===== src/rtl/product_accumulator.sv =====
// product_accumulator: sums a run of unsigned products into a saturating
// accumulator and hands the result downstream over valid/ready.
// A run closes after TERMS products or on an in_last-tagged product.
module product_accumulator #(
    parameter int PROD_W = 8,
    parameter int ACC_W  = 16,
    parameter int TERMS  = 4,
    parameter int CNT_W  = 3
) (
    input  logic              clk,
    input  logic              reset,
    input  logic              in_valid,
    output logic              in_ready,
    input  logic [PROD_W-1:0] in_product,
    input  logic              in_last,
    output logic              out_valid,
    input  logic              out_ready,
    output logic [ACC_W-1:0]  out_sum,
    output logic [CNT_W-1:0]  out_count,
    output logic              out_overflow
);

    localparam logic [0:0] ST_ACCUM = 1'b0;
    localparam logic [0:0] ST_DONE  = 1'b1;

    logic [0:0]       state_q, state_d;
    logic [ACC_W-1:0] acc_q, acc_d;
    logic [CNT_W-1:0] cnt_q, cnt_d;
    logic             ovf_q, ovf_d;
    logic [ACC_W-1:0] out_sum_q, out_sum_d;
    logic [CNT_W-1:0] out_count_q, out_count_d;
    logic             out_ovf_q, out_ovf_d;

    // Sum is one bit wider so the carry out flags saturation.
    logic [ACC_W:0]   sum_wide;
    logic [ACC_W-1:0] acc_next;
    logic             ovf_next;
    logic [CNT_W-1:0] cnt_inc;
    logic             accept;
    logic             terminal;

    assign in_ready     = (state_q == ST_ACCUM);
    assign out_valid    = (state_q == ST_DONE);
    assign out_sum      = out_sum_q;
    assign out_count    = out_count_q;
    assign out_overflow = out_ovf_q;

    // Next-state, accumulate/saturate and result-load logic.
    always_comb begin
        state_d     = state_q;
        acc_d       = acc_q;
        cnt_d       = cnt_q;
        ovf_d       = ovf_q;
        out_sum_d   = out_sum_q;
        out_count_d = out_count_q;
        out_ovf_d   = out_ovf_q;

        accept   = in_valid && in_ready;
        sum_wide = {1'b0, acc_q} + (ACC_W+1)'(in_product);
        ovf_next = ovf_q || sum_wide[ACC_W];
        // Once saturated the accumulator stays pinned at all-ones.
        acc_next = ovf_next ? {ACC_W{1'b1}} : sum_wide[ACC_W-1:0];
        cnt_inc  = cnt_q + CNT_W'(1);
        terminal = in_last || (cnt_inc == CNT_W'(TERMS));

        case (state_q)
            ST_ACCUM: begin
                if (accept) begin
                    acc_d = acc_next;
                    cnt_d = cnt_inc;
                    ovf_d = ovf_next;
                    if (terminal) begin
                        state_d     = ST_DONE;
                        out_sum_d   = acc_next;
                        out_count_d = cnt_inc;
                        out_ovf_d   = ovf_next;
                    end
                end
            end
            default: begin
                // Result stays held until the consumer takes it; no bypass
                // into a new run on the handshake cycle.
                if (out_ready) begin
                    state_d = ST_ACCUM;
                    acc_d   = '0;
                    cnt_d   = '0;
                    ovf_d   = 1'b0;
                end
            end
        endcase
    end

    // State and result registers with synchronous reset.
    always_ff @(posedge clk) begin
        if (reset) begin
            state_q     <= ST_ACCUM;
            acc_q       <= '0;
            cnt_q       <= '0;
            ovf_q       <= 1'b0;
            out_sum_q   <= '0;
            out_count_q <= '0;
            out_ovf_q   <= 1'b0;
        end else begin
            state_q     <= state_d;
            acc_q       <= acc_d;
            cnt_q       <= cnt_d;
            ovf_q       <= ovf_d;
            out_sum_q   <= out_sum_d;
            out_count_q <= out_count_d;
            out_ovf_q   <= out_ovf_d;
        end
    end

endmodule


===== config.mk =====
export PLATFORM = sky130hd
export DESIGN_NAME = product_accumulator
export DESIGN_NICKNAME = d
export VERILOG_FILES = /design/src/rtl/product_accumulator.sv
export SDC_FILE = /design/constraint.sdc
export NUM_CORES = 1
export LEC_CHECK = 0
export CORE_UTILIZATION = 65
export CTS_BUF_LIST = sky130_fd_sc_hd__clkbuf_4
export DETAILED_ROUTE_END_ITERATION = 16
export DONT_BUFFER_PORTS = 1
export PLACE_DENSITY = 0.81
export SETUP_SLACK_MARGIN = 0.05
export SLEW_MARGIN = 25
export SYNTH_ARGS = -nofsm -noshare
export SYNTH_HDL_FRONTEND = slang
export SYNTH_SLANG_ARGS = --single-unit

===== constraint.sdc =====
create_clock -name clk -period 4.2 [get_ports clk]
set_clock_uncertainty 0.05 [all_clocks]
set_input_delay 0.84 -clock clk [delete_from_list [all_inputs] [get_ports clk]]
set_output_delay 0.84 -clock clk [all_outputs]
set_load 0.02 [all_outputs]

# ---- Yosys cells after proc, flatten, opt, wreduce, memory -nomap -nowiden
# Cells that the tools add are included.
dict set report word_totals {
  reg_bits 41
  latch_bits 0
  mem_bits_rw 0
  mem_bits_ro 0
  out_inout_bits 22
  wordCells 32
  mem_count 0
}
dict set report op_classes {
  n_addsub 2
  mul 0
  div 0
  magnitude_cmp 0
  n_eq_ne 2
  shift 0
  muxes 14
  bitwise 1
  reduce_logical 6
}
# cell count
set op_table {}
lappend op_table {{$mux 16} 4}
lappend op_table {{$add 16x8->17} 1}
lappend op_table {{$mux 3} 3}
lappend op_table {{$mux 1} 7}
lappend op_table {{$add 3x1->3 const B} 1}
lappend op_table {{$eq 3x3->1 const B} 1}
lappend op_table {{$reduce_and 3->1} 1}
lappend op_table {{$logic_or 1x1->1} 2}
lappend op_table {{$ne 2x2->1 const B} 1}
lappend op_table {{$reduce_and 2->1} 1}
lappend op_table {{$reduce_bool 2->1} 1}
lappend op_table {{$logic_and 1x1->1} 1}
lappend op_table {{$not 1->1} 1}

# ---- Logic depth before layout (Yosys ltp)
# Gate-level depths: netlist of the first run.
dict set report logic_depth {
  word_depth 6
  mapped_depth 8
  depth_no_buf 7
}

# ---- Worst setup path after synthesis of the first run
# OpenSTA, ideal clock, no wires.
dict set report synth_timing {
  kind {in2reg}
  startpoint {in in_product[0]}
  endpoint {reg acc_q[1]}
  setup_ps 122
  arrival_time_ps 2588
  setup_slack_ps 1440
  stages 7
  path_cell_list {ha_1 fa_1 a211oi_1 o211ai_2 a31oi_2 nor2_2 a221o_1}
}
dict set report synth_between {
  elab_chain_cells 5
}
# item line_no
set synth_lines {}
lappend synth_lines {{start, declared} 14} ;# input logic [PROD_W-1:0] in_product,
lappend synth_lines {{$add 16x8->17 (*)} 59} ;# sum_wide = {1'b0, acc_q} + (ACC_W+1)'(in_product);
lappend synth_lines {{$logic_or 1x1->1} 60} ;# ovf_next = ovf_q || sum_wide[ACC_W];
lappend synth_lines {{$mux 16 (*)} 62} ;# acc_next = ovf_next ? {ACC_W{1'b1}} : sum_wide[ACC_W-1:0];
lappend synth_lines {{$mux 16 (*)} 68} ;# if (accept) begin
lappend synth_lines {{$mux 16 (*)} 66} ;# case (state_q)
lappend synth_lines {{end signal, assigned} 97} ;# acc_q <= '0;
lappend synth_lines {{end signal, assigned} 105} ;# acc_q <= acc_d;
lappend synth_lines {{end, declared} 27} ;# logic [ACC_W-1:0] acc_q, acc_d;
# Every way passes the cells marked *; elsewhere a longest branch is shown, timed or not. The select of a mux whose other input is x is not followed.
# A chain may end at the register's enable or synchronous reset.

# ---- Worst setup path after layout of the first run
dict set report layout_timing {
  startpoint {in in_product[0]}
  endpoint {reg acc_q[3]}
}
# The elaborated chain is that of the path after synthesis.

==> impl_metrics.csv, run 1 <==
group,metric,value,unit
drt,wire_per_inst,17.20,um
worst_setup_path,cp.arrival,3150,ps
synthesis,synth_edf_count,0,
sta,holdWs,466.4,ps
worst_setup_path,slowest_delay,550,ps
synthesis,synth_ff_type,"dfxtp_1",
grt,grt_pass1_wl,7721,um
clocking,cts_buffers,5,
worst_setup_path,endpoint_kind,"register",
drt,drc,0,
power,swShare,0.3123,
finish,diodes,0,
finish,drive_gt1_frac,0.07983,
clocking,ctsHtreeMaxLevel,2,
floorplan,dieArea,3555,um^2
clocking,cts_hold_buf,0,
sta,period_share,0.7069,
sta,rsz0062_at_grt,"no",
synthesis,syn-instance-count,239,
finish,final_nets,261,
worst_setup_path,crit_path_start_kind,"primary input",
drt,viasPerCell,6.546,
sta,worstMarginPinSlew,866.5,ps
clocking,clockBufferDepth,2,
drt,drt_iter0_drc,140,
worst_setup_path,worstPathRequired,4380,ps
synthesis,ys_warn_count,0,
power,p_int,0.6085,mW
grt,grt_max_degree,33,
sta,fin_crit,2969,ps
place,placed_cell_area,2168,um^2
finish,fin_area,2247,um^2
floorplan,die_w,59.63,um
synthesis,ys_types,46,
synthesis,syn_area_per_cell,9.031,um^2
grt,antenna_found_initial,0,
grt,overflow,0,
clocking,clock_latency,350,ps
drt,drt_pass1_iterations,5,
floorplan,fp-row-count,20,
synthesis,netlist_area,2158,um^2
grt,grt_pass1_vias,1647,
hold_path,hold_class,"register to register",
floorplan,ioPinCount,35,
power,pwr-share-clk,0.281,
power,powerDensity,393.8,nW/um^2
sta,slew-limit-headroom,0.4202,
sta,fin_setup_tns,0,ps
hold_path,hold_depth,1,
power,p_sw,0.2763,mW
synthesis,synth_seq_cells,41,
power,irDropWorstVdd,0.0001802,V
synthesis,synth-async-reset-ratio,0,
synthesis,synth.largest_area_cell,"dfxtp_1",
worst_setup_path,rr_startpoint,"acc_q[0]",
floorplan,die_h,59.63,um
sta,fmax,0.3368,GHz
worst_setup_path,crit_start,"in_product[0]",
worst_setup_path,r2r_end,"acc_q[3]",
worst_setup_path,cp_slowest_cell,"a31oi_2",
power,power,0.8848,mW
floorplan,coreArea,3103,um^2
drt,vias,1846,
worst_setup_path,r2r_setup_slack,1390,ps
power,pwr-share-seq,0.512,
synthesis,synth_top_area_frac,0.3803,
finish,num-fill-cells,254,
clocking,post-cts-setup-buffer-count,0,
clocking,clock-sinks,41,
grt,track_usage,0.2962,
worst_setup_path,critPathCapture,"acc_q[3]",
clocking,cts_tree,"built",
finish,area_growth,4.116,%
place,hpwl,3616,um
synthesis,synth_fp_nets,263,
place,place_congestion,0.8923,
flow_run,max_cap_viol_count,0,
worst_setup_path,cp_max_fo,13,
worst_setup_path,crit_chain,"ha_1 -> fa_1 -> a211oi_1 -> o211ai_2 -> a31oi_2 -> nor2_2 -> a221o_1",
drt,route.antenna.remaining_nets,0,
outcome,status,"complete, no violations",
power,p_leak,0.8979,nW
synthesis,ys_seq_area_frac,0.3803,
place,portBuffers,0,
sta,hold_violations,0,
floorplan,initial_core_util,0.6956,
worst_setup_path,reg2reg_depth,7,
synthesis,synthTopCellsByArea,"dfxtp_1 (38%), nor2_1 (5.9%), ha_1 (5.8%)",
worst_setup_path,path_class,"primary input to register",
clocking,clk_pin_slew,120,ps
sta,drv_slew,0,
sta,setup_viol,0,
clocking,cts_resized,0,
clocking,clockRootBuffer,"clkbuf_4",
power,comb_power_share,0.208,
drt,wirelength,4851,um
[worst min path at each step]
stage	start	to	slack [ps]
2_1_floorplan	acc_q[2]	acc_q[2]	380
3_3_place_gp	acc_q[7]	acc_q[7]	430
3_5_place_dp	acc_q[0]	acc_q[0]	430
4_1_cts	acc_q[0]	acc_q[0]	460
5_1_grt	reset	out_sum[2]	460
6_report	acc_q[0]	acc_q[0]	470
[per-layer routing]
metal | wire (um) | global-route usage | share of wire
met1 | 2093 | 0.4158 | 0.43
met2 | 2338 | 0.4575 | 0.48
met3 | 374 | 0.06332 | 0.077
met4 | 44 | 0.08638 | 0.0091
met5 | 0 | 0 | 0
[metrics by stage]
stage	util	std cells	worst slack (ps)
2_1_floorplan	-	239	1440
3_3_place_gp	0.6988	274	989.5
3_5_place_dp	0.6988	274	928.4
6_report	0.7242	282	1231
4_1_cts	0.7242	282	1264
5_1_grt	0.7242	282	1111
[final cells by class]
cell class / instances / area (um^2) / area share
multi-input cells: 184 / 1266 / 0.5635
flip-flops and latches: 41 / 820.8 / 0.3653
well taps: 44 / 55.05 / 0.02450
clock inverters: 3 / 41.29 / 0.01837
clock buffers: 5 / 37.54 / 0.01670
repair buffers: 2 / 15.01 / 0.006682
inverters: 3 / 11.26 / 0.005011
[cell families after synthesis]
logic type | count (synthesis) | share of synthesized area
compound gates | 78 | 0.2800
fa+ha+maj | 11 | 0.06725
xor+xnor | 11 | 0.04464
simple gates | 81 | 0.1803
mux | 3 | 0.01449
flops | 41 | 0.3803
buf+inv | 14 | 0.03304
[critical path, delay by kind of cell]
kind,cells,cell delay [ps]
simple gates,1,200
fa+ha+maj,2,660
compound gates,4,1450
[cell usage in the layout (no fill, tap or decap), drive strengths merged, types with 7 or more instances in the layout]
| cell type | synthesis | layout |
|---|---|---|
| nor2 | 35 | 35 |
| ha | 10 | 10 |
| nand2 | 11 | 11 |
| a21o | 7 | 7 |
| nor3 | 8 | 8 |
| a211oi | 16 | 16 |
| dfxtp | 41 | 41 |
| a21oi | 17 | 17 |
[synth_stat cells, types with 2 or more instances]
cell and count:
a211o_1 4, a211oi_1 16, a21o_1 7, a21oi_1 16
a221o_1 4, a22oi_1 3, a311oi_1 5, and2_1 2
and3_1 2, and4_1 2, buf_2 3, buf_6 2
clkbuf_1 5, dfxtp_1 41, ha_1 10, inv_1 3
mux2i_1 2, nand2_1 11, nand2b_1 6, nand3_1 5
nand4_1 5, nor2_1 34, nor2b_1 3, nor3_1 8
o211ai_1 4, o211ai_2 2, o21ai_0 6, xnor2_1 5
xor2_1 6
[power groups by stage]
stage | logic, mW | clock network (mW) | registers, mW
after global placement | 0.171 | 0 | 0.460
final | 0.184 | 0.249 | 0.453
after global routing | 0.200 | 0.273 | 0.457
after detailed placement | 0.177 | 0 | 0.461
after CTS | 0.179 | 0.253 | 0.453
after floorplan | 0.147 | 0 | 0.455
[registers in the layout (all words and copies together), names as in the netlist]
name / count
acc_q: 16
cnt_q: 3
out_count: 3
out_overflow: 1
out_sum: 16
out_valid: 1
ovf_q: 1
(Power assumes the default switching activity.)
==> run 2: changes to the inputs <==
--- a/config.mk
+++ b/config.mk
@@ -5,11 +5,11 @@
 export SDC_FILE = /design/constraint.sdc
 export NUM_CORES = 1
 export LEC_CHECK = 0
-export CORE_UTILIZATION = 65
+export CORE_UTILIZATION = 59
 export CTS_BUF_LIST = sky130_fd_sc_hd__clkbuf_4
 export DETAILED_ROUTE_END_ITERATION = 16
 export DONT_BUFFER_PORTS = 1
-export PLACE_DENSITY = 0.81
+export PLACE_DENSITY = 0.78
 export SETUP_SLACK_MARGIN = 0.05
 export SLEW_MARGIN = 25
 export SYNTH_ARGS = -nofsm -noshare
==> constraint.sdc (replaced) <==
create_clock -name clk -period 2.5 [get_ports clk]
set_clock_uncertainty 0.05 [all_clocks]
set_input_delay 0.5 -clock clk [delete_from_list [all_inputs] [get_ports clk]]
set_output_delay 0.5 -clock clk [all_outputs]
set_load 0.02 [all_outputs]
==> run 2 against run 1 <==
  * Sequential power increased by 68%
  * Clock power increased by 35%
  * Non-clock buffer count grew 6
  * Cell area increased by 1.3%
  * Combinational power increased by 72%
  * Cell count up 2.8%
  * Setup slack lost 1000 ps
  * Wire length down 0.80%
  * Worst hold slack lost 320 ps
  * Clock-buffer cell count up 1
  * Largest cell class unchanged
==> impl_metrics.csv, run 2 (synthesis results as in run 1) <==
group,metric,value,unit
floorplan,fp-row-count,21,
worst_setup_path,cp.arrival,2490,ps
flow_run,max_cap_viol_count,0,
grt,track_usage,0.2616,
place,portBuffers,0,
finish,num-fill-cells,300,
grt,overflow,0,
worst_setup_path,rr_startpoint,"acc_q[0]",
power,powerDensity,620.2,nW/um^2
worst_setup_path,path_buf_inv,1,
drt,drc,0,
floorplan,initial_core_util,0.6319,
clocking,cts_tree,"built",
worst_setup_path,cp_slowest_cell,"fa_1",
floorplan,die_h,62.48,um
worst_setup_path,crit_path_start_kind,"register",
floorplan,coreArea,3416,um^2
grt,antenna_found_initial,0,
place,placed_cell_area,2216,um^2
finish,drive_gt1_frac,0.1107,
worst_setup_path,reg2reg_depth,8,
sta,fin_crit,2315,ps
clocking,cts_buffers,5,
clocking,post-cts-setup-buffer-count,0,
drt,viasPerCell,6.303,
worst_setup_path,crit_chain,"ha_1 -> fa_1 -> a211oi_2 -> o211ai_2 -> buf_4 -> nand3_1 -> nor3_1 -> a2111oi_0",
finish,area_growth,5.449,%
finish,final_nets,267,
worst_setup_path,slowest_delay,420,ps
sta,rsz0062_at_grt,"no",
sta,fin_setup_tns,0,ps
drt,drt_pass1_iterations,4,
outcome,status,"complete, no violations",
finish,mostFrequentLayoutCell,"dfxtp_1",
sta,fmax,0.4320,GHz
floorplan,dieArea,3904,um^2
worst_setup_path,endpoint_kind,"register",
worst_setup_path,worst-path-stages,8,
place,place_congestion,0.8452,
finish,diodes,0,
clocking,clock_latency,360,ps
worst_setup_path,r2r_setup_slack,180,ps
sta,hold_violations,0,
worst_setup_path,critPathCapture,"acc_q[12]",
worst_setup_path,crit_start,"acc_q[0]",
drt,wire_per_inst,16.59,um
clocking,clk_pin_slew,130,ps
floorplan,ioPinCount,35,
finish,fin_util,0.6663,
drt,route.antenna.remaining_nets,0,
sta,slew-limit-headroom,0.6882,
clocking,clockBufferDepth,2,
place,hpwl,3521,um
finish,fin_area,2276,um^2
worst_setup_path,worstPathRequired,2680,ps
hold_path,hold_class,"primary input to register",
power,p_leak,0.9246,nW
grt,grt_pass1_wl,8135,um
drt,vias,1828,
hold_path,holdCritStartpoint,"reset",
worst_setup_path,cp_max_fo,4,
hold_path,hold_depth,1,
worst_setup_path,crit_family,"compound AO/OA/AOI/OAI gates",
sta,worstMarginPinSlew,464.9,ps
clocking,ctsHtreeMaxLevel,2,
grt,grt_max_degree,33,
sta,drv_slew,0,
worst_setup_path,r2r_end,"acc_q[12]",
drt,wirelength,4812,um
floorplan,die_w,62.48,um
power,irDropWorstVdd,0.0002878,V
finish,mostFrequentLayoutCells,"dfxtp_1 (41), nor2_1 (34), a21oi_1 (16)",
clocking,clockRootBuffer,"clkbuf_4",
sta,setup_viol,0,
drt,drt_iter0_drc,222,
clocking,clock-sinks,41,
worst_setup_path,path_class,"register to register",
sta,period_share,0.9260,
grt,grt_pass1_vias,1735,
[run 2: power by group]
part           switching [mW]  internal [mW]
sequential             0.0612          0.697
combinational           0.189          0.127
clock                   0.218          0.118
total                   0.469          0.943
[run 2: worst min path at each step]
stage / end / slack [ps]
4_1_cts: out_sum[0] / 140
3_3_place_gp: acc_q[2] / 400
2_1_floorplan: acc_q[2] / 380
3_5_place_dp: acc_q[2] / 420
6_report: out_sum[0] / 150
5_1_grt: acc_q[5] / 130
[run 2: final cells by class]
type,count,area [um^2],share of cell area
multi-input cells,184,1271,0.5585
repair buffers,8,60.06,0.02639
clock inverters,2,10.01,0.004398
inverters,3,11.26,0.004948
flip-flops and latches,41,820.8,0.3606
clock buffers,6,45.04,0.01979
well taps,46,57.56,0.02529
[run 2: routing by layer]
metal | global-route usage | part of all wire | vias to the layer above | wire, um
li1 | - | - | 903 | -
met1 | 0.3550 | 0.47 | 855 | 2274
met2 | 0.3967 | 0.45 | 63 | 2151
met3 | 0.06387 | 0.069 | 7 | 334
met4 | 0.1047 | 0.011 | 0 | 52
met5 | 0 | 0 | - | 0
[run 2: repair_timing]
item / in CTS / in global routing
hold buffers: 0 / 0
endpoints found under the setup margin: 0 / 11
resized for setup: 0 / 1
[run 2: worst reg2reg max path: stages, from the launching register on]
cell       delay, ps
dfxtp_1          350
ha_1             210
fa_1             420
a211oi_2         290
o211ai_2         160
buf_4            190
nand3_1           90
nor3_1            60
a2111oi_0        350
[run 2: per-stage QoR]
step	std cells	hold WS [ps]	power, mW	setup slack (ps)
after floorplan	239	379.1	1.012	80.36
after global placement	282	395.7	1.072	51.89
after detailed placement	282	419.8	1.080	-80.35
after CTS	290	141.6	1.409	90.00
after global routing	290	128.6	1.478	53.90
final	290	147.3	1.412	185.0
==> run 3: changes to the inputs <==
--- a/config.mk
+++ b/config.mk
@@ -5,6 +5,7 @@
 export SDC_FILE = /design/constraint.sdc
 export NUM_CORES = 1
 export LEC_CHECK = 0
+export CORE_MARGIN = 3
 export CORE_UTILIZATION = 59
 export CTS_BUF_LIST = sky130_fd_sc_hd__clkbuf_4
 export DETAILED_ROUTE_END_ITERATION = 16
==> run 3 against run 2 <==
  * Global-route usage shrank 3.0 points
  * Die area is 13% higher
  * Largest power group unchanged
  * Critical path depth unchanged
  * Clock-buffer cell count fell by 1
  * Cell area rose by 1.8%
  * Non-clock buffer count decreased by 1
  * Highest routed layer unchanged
  * Fmax up 2.6%
  * Clock power rose by 58%
  * First-iteration DRC count fell by 23%
  * Critical path type unchanged
  * Sequential power about the same
  * Largest cell class unchanged
==> impl_metrics.csv, run 3 (synthesis results as in run 1) <==
group,metric,value,unit
outcome,status,"complete, no violations",
power,irDropWorstVdd,0.0004255,V
flow_run,max_cap_viol_count,0,
clocking,cts_tree,"built",
sta,drv_slew,0,
sta,worstMarginPinSlew,471.1,ps
finish,register_area,820.8,um^2
grt,track_usage,0.2320,
drt,met3WireLength,391,um
drt,vias,1803,
clocking,clk_pin_slew,130,ps
finish,final_nets,266,
place,hpwl,3517,um
floorplan,die_w,66.48,um
sta,period_share,0.9026,
finish,num-fill-cells,284,
drt,drc,0,
finish,area_growth,7.304,%
grt,grt_pass1_wl,7824,um
sta,slew-limit-headroom,0.6840,
sta,rsz0062_at_grt,"no",
clocking,post-cts-setup-buffer-count,0,
worst_setup_path,cp_max_fo,5,
finish,fin_util,0.6728,
clocking,cts_hold_buf,0,
worst_setup_path,path_class,"register to register",
floorplan,coreArea,3442,um^2
floorplan,initial_core_util,0.6270,
clocking,cts_buffers,5,
worst_setup_path,cp.arrival,2440,ps
finish,drive_gt1_frac,0.1070,
floorplan,die_h,66.48,um
place,place_congestion,0.8868,
place,portBuffers,0,
finish,fin_area,2316,um^2
power,power,1.604,mW
drt,wire_per_inst,16.59,um
drt,wirelength,4795,um
sta,fin_setup_tns,0,ps
sta,fin_crit,2256,ps
grt,grt_max_degree,33,
drt,route.antenna.remaining_nets,0,
drt,met1_length,2263,um
power,powerDensity,692.6,nW/um^2
finish,diodes,0,
worst_setup_path,endpoint_kind,"register",
finish,mostFrequentLayoutCells,"dfxtp_1 (41), nor2_1 (34), a21oi_1 (16)",
clocking,ctsHtreeMaxLevel,2,
grt,overflow,0,
drt,dr.max_layer_used,"met4",
worst_setup_path,worstPathRequired,2690,ps
floorplan,dieArea,4420,um^2
clocking,clockRootBuffer,"clkbuf_4",
worst_setup_path,crit_path_start_kind,"register",
sta,fmax,0.4432,GHz
finish,mostFrequentLayoutCell,"dfxtp_1",
floorplan,fp-row-count,21,
drt,drt_pass1_iterations,4,
finish,multi_input_area,1271,um^2
drt,wl_met2,2086,um
drt,drt_iter0_drc,170,
place,placed_cell_area,2208,um^2
drt,viasPerCell,6.239,
grt,antenna_found_initial,0,
sta,setup_viol,0,
clocking,clock-sinks,41,
floorplan,ioPinCount,35,
sta,hold_violations,0,
clocking,clockBufferDepth,2,
grt,grt_pass1_vias,1654,
power,p_leak,0.9402,nW
hold_path,hold_class,"primary input to register",
clocking,clock_latency,360,ps
## run 3: cell types whose count changed in the layout (fill, tap and decap cells not counted), sizes merged
cell / before / now
clkinv: 2 / 1
buf: 8 / 7
bufinv: 0 / 2
clkbuf: 6 / 5
## run 3: worst paths after layout
| path | from | endpoint | slack [ps] | cells after the start |
|---|---|---|---|---|
| worst max-delay path | acc_q[0] | acc_q[12] | 240 | 8 |
| worst max register to register | acc_q[0] | acc_q[12] | 240 | 8 |
| worst min register to register | acc_q[2] | acc_q[2] | 450 | 2 |
| worst min-delay path | reset | out_sum[7] | 150 | 1 |
## run 3: report_power, final
part           internal [mW]  switching [mW]  leakage (nW)
clock network          0.310           0.222        0.0552
registers              0.697          0.0613         0.336
logic                  0.127           0.187         0.549
## run 3: critical path, stage by stage (launching register included)
cell and delay [ps]:
dfxtp_1 340, ha_1 220, fa_1 420, a211oi_2 280, o211ai_2 140, buf_4 180, nand3_1 90, nor3_1 60
a2111oi_0 360
## run 3: final cells by class
| cell class | count | share of cell area |
|---|---|---|
| repair buffers | 7 | 0.02269 |
| inverters | 3 | 0.004862 |
| well taps | 46 | 0.02485 |
| flip-flops and latches | 41 | 0.3544 |
| clock inverters | 3 | 0.02809 |
| multi-input cells | 184 | 0.5489 |
| clock buffers | 5 | 0.01621 |
## run 3: what timing repair did
item	4_1_cts	5_1_grt
hold endpoints to repair	0	0
resized for setup	0	1
setup endpoints to repair	0	2
## run 3: per-layer routing
layer  GRT usage  vias up
li1            -      906
met1      0.3257      828
met2      0.3346       63
met3     0.06914        6
met4     0.08122        0
met5           0        -
## run 3: through the flow
stage / std cells / worst slack [ps] / hold WS (ps)
after floorplan: 239 / 80.36 / 379.1
after global placement: 281 / 46.17 / 394.9
after detailed placement: 281 / 25.51 / 418.8
after CTS: 289 / 180.6 / 125.0
after global routing: 289 / 83.55 / 108.5
final: 289 / 243.6 / 147.7
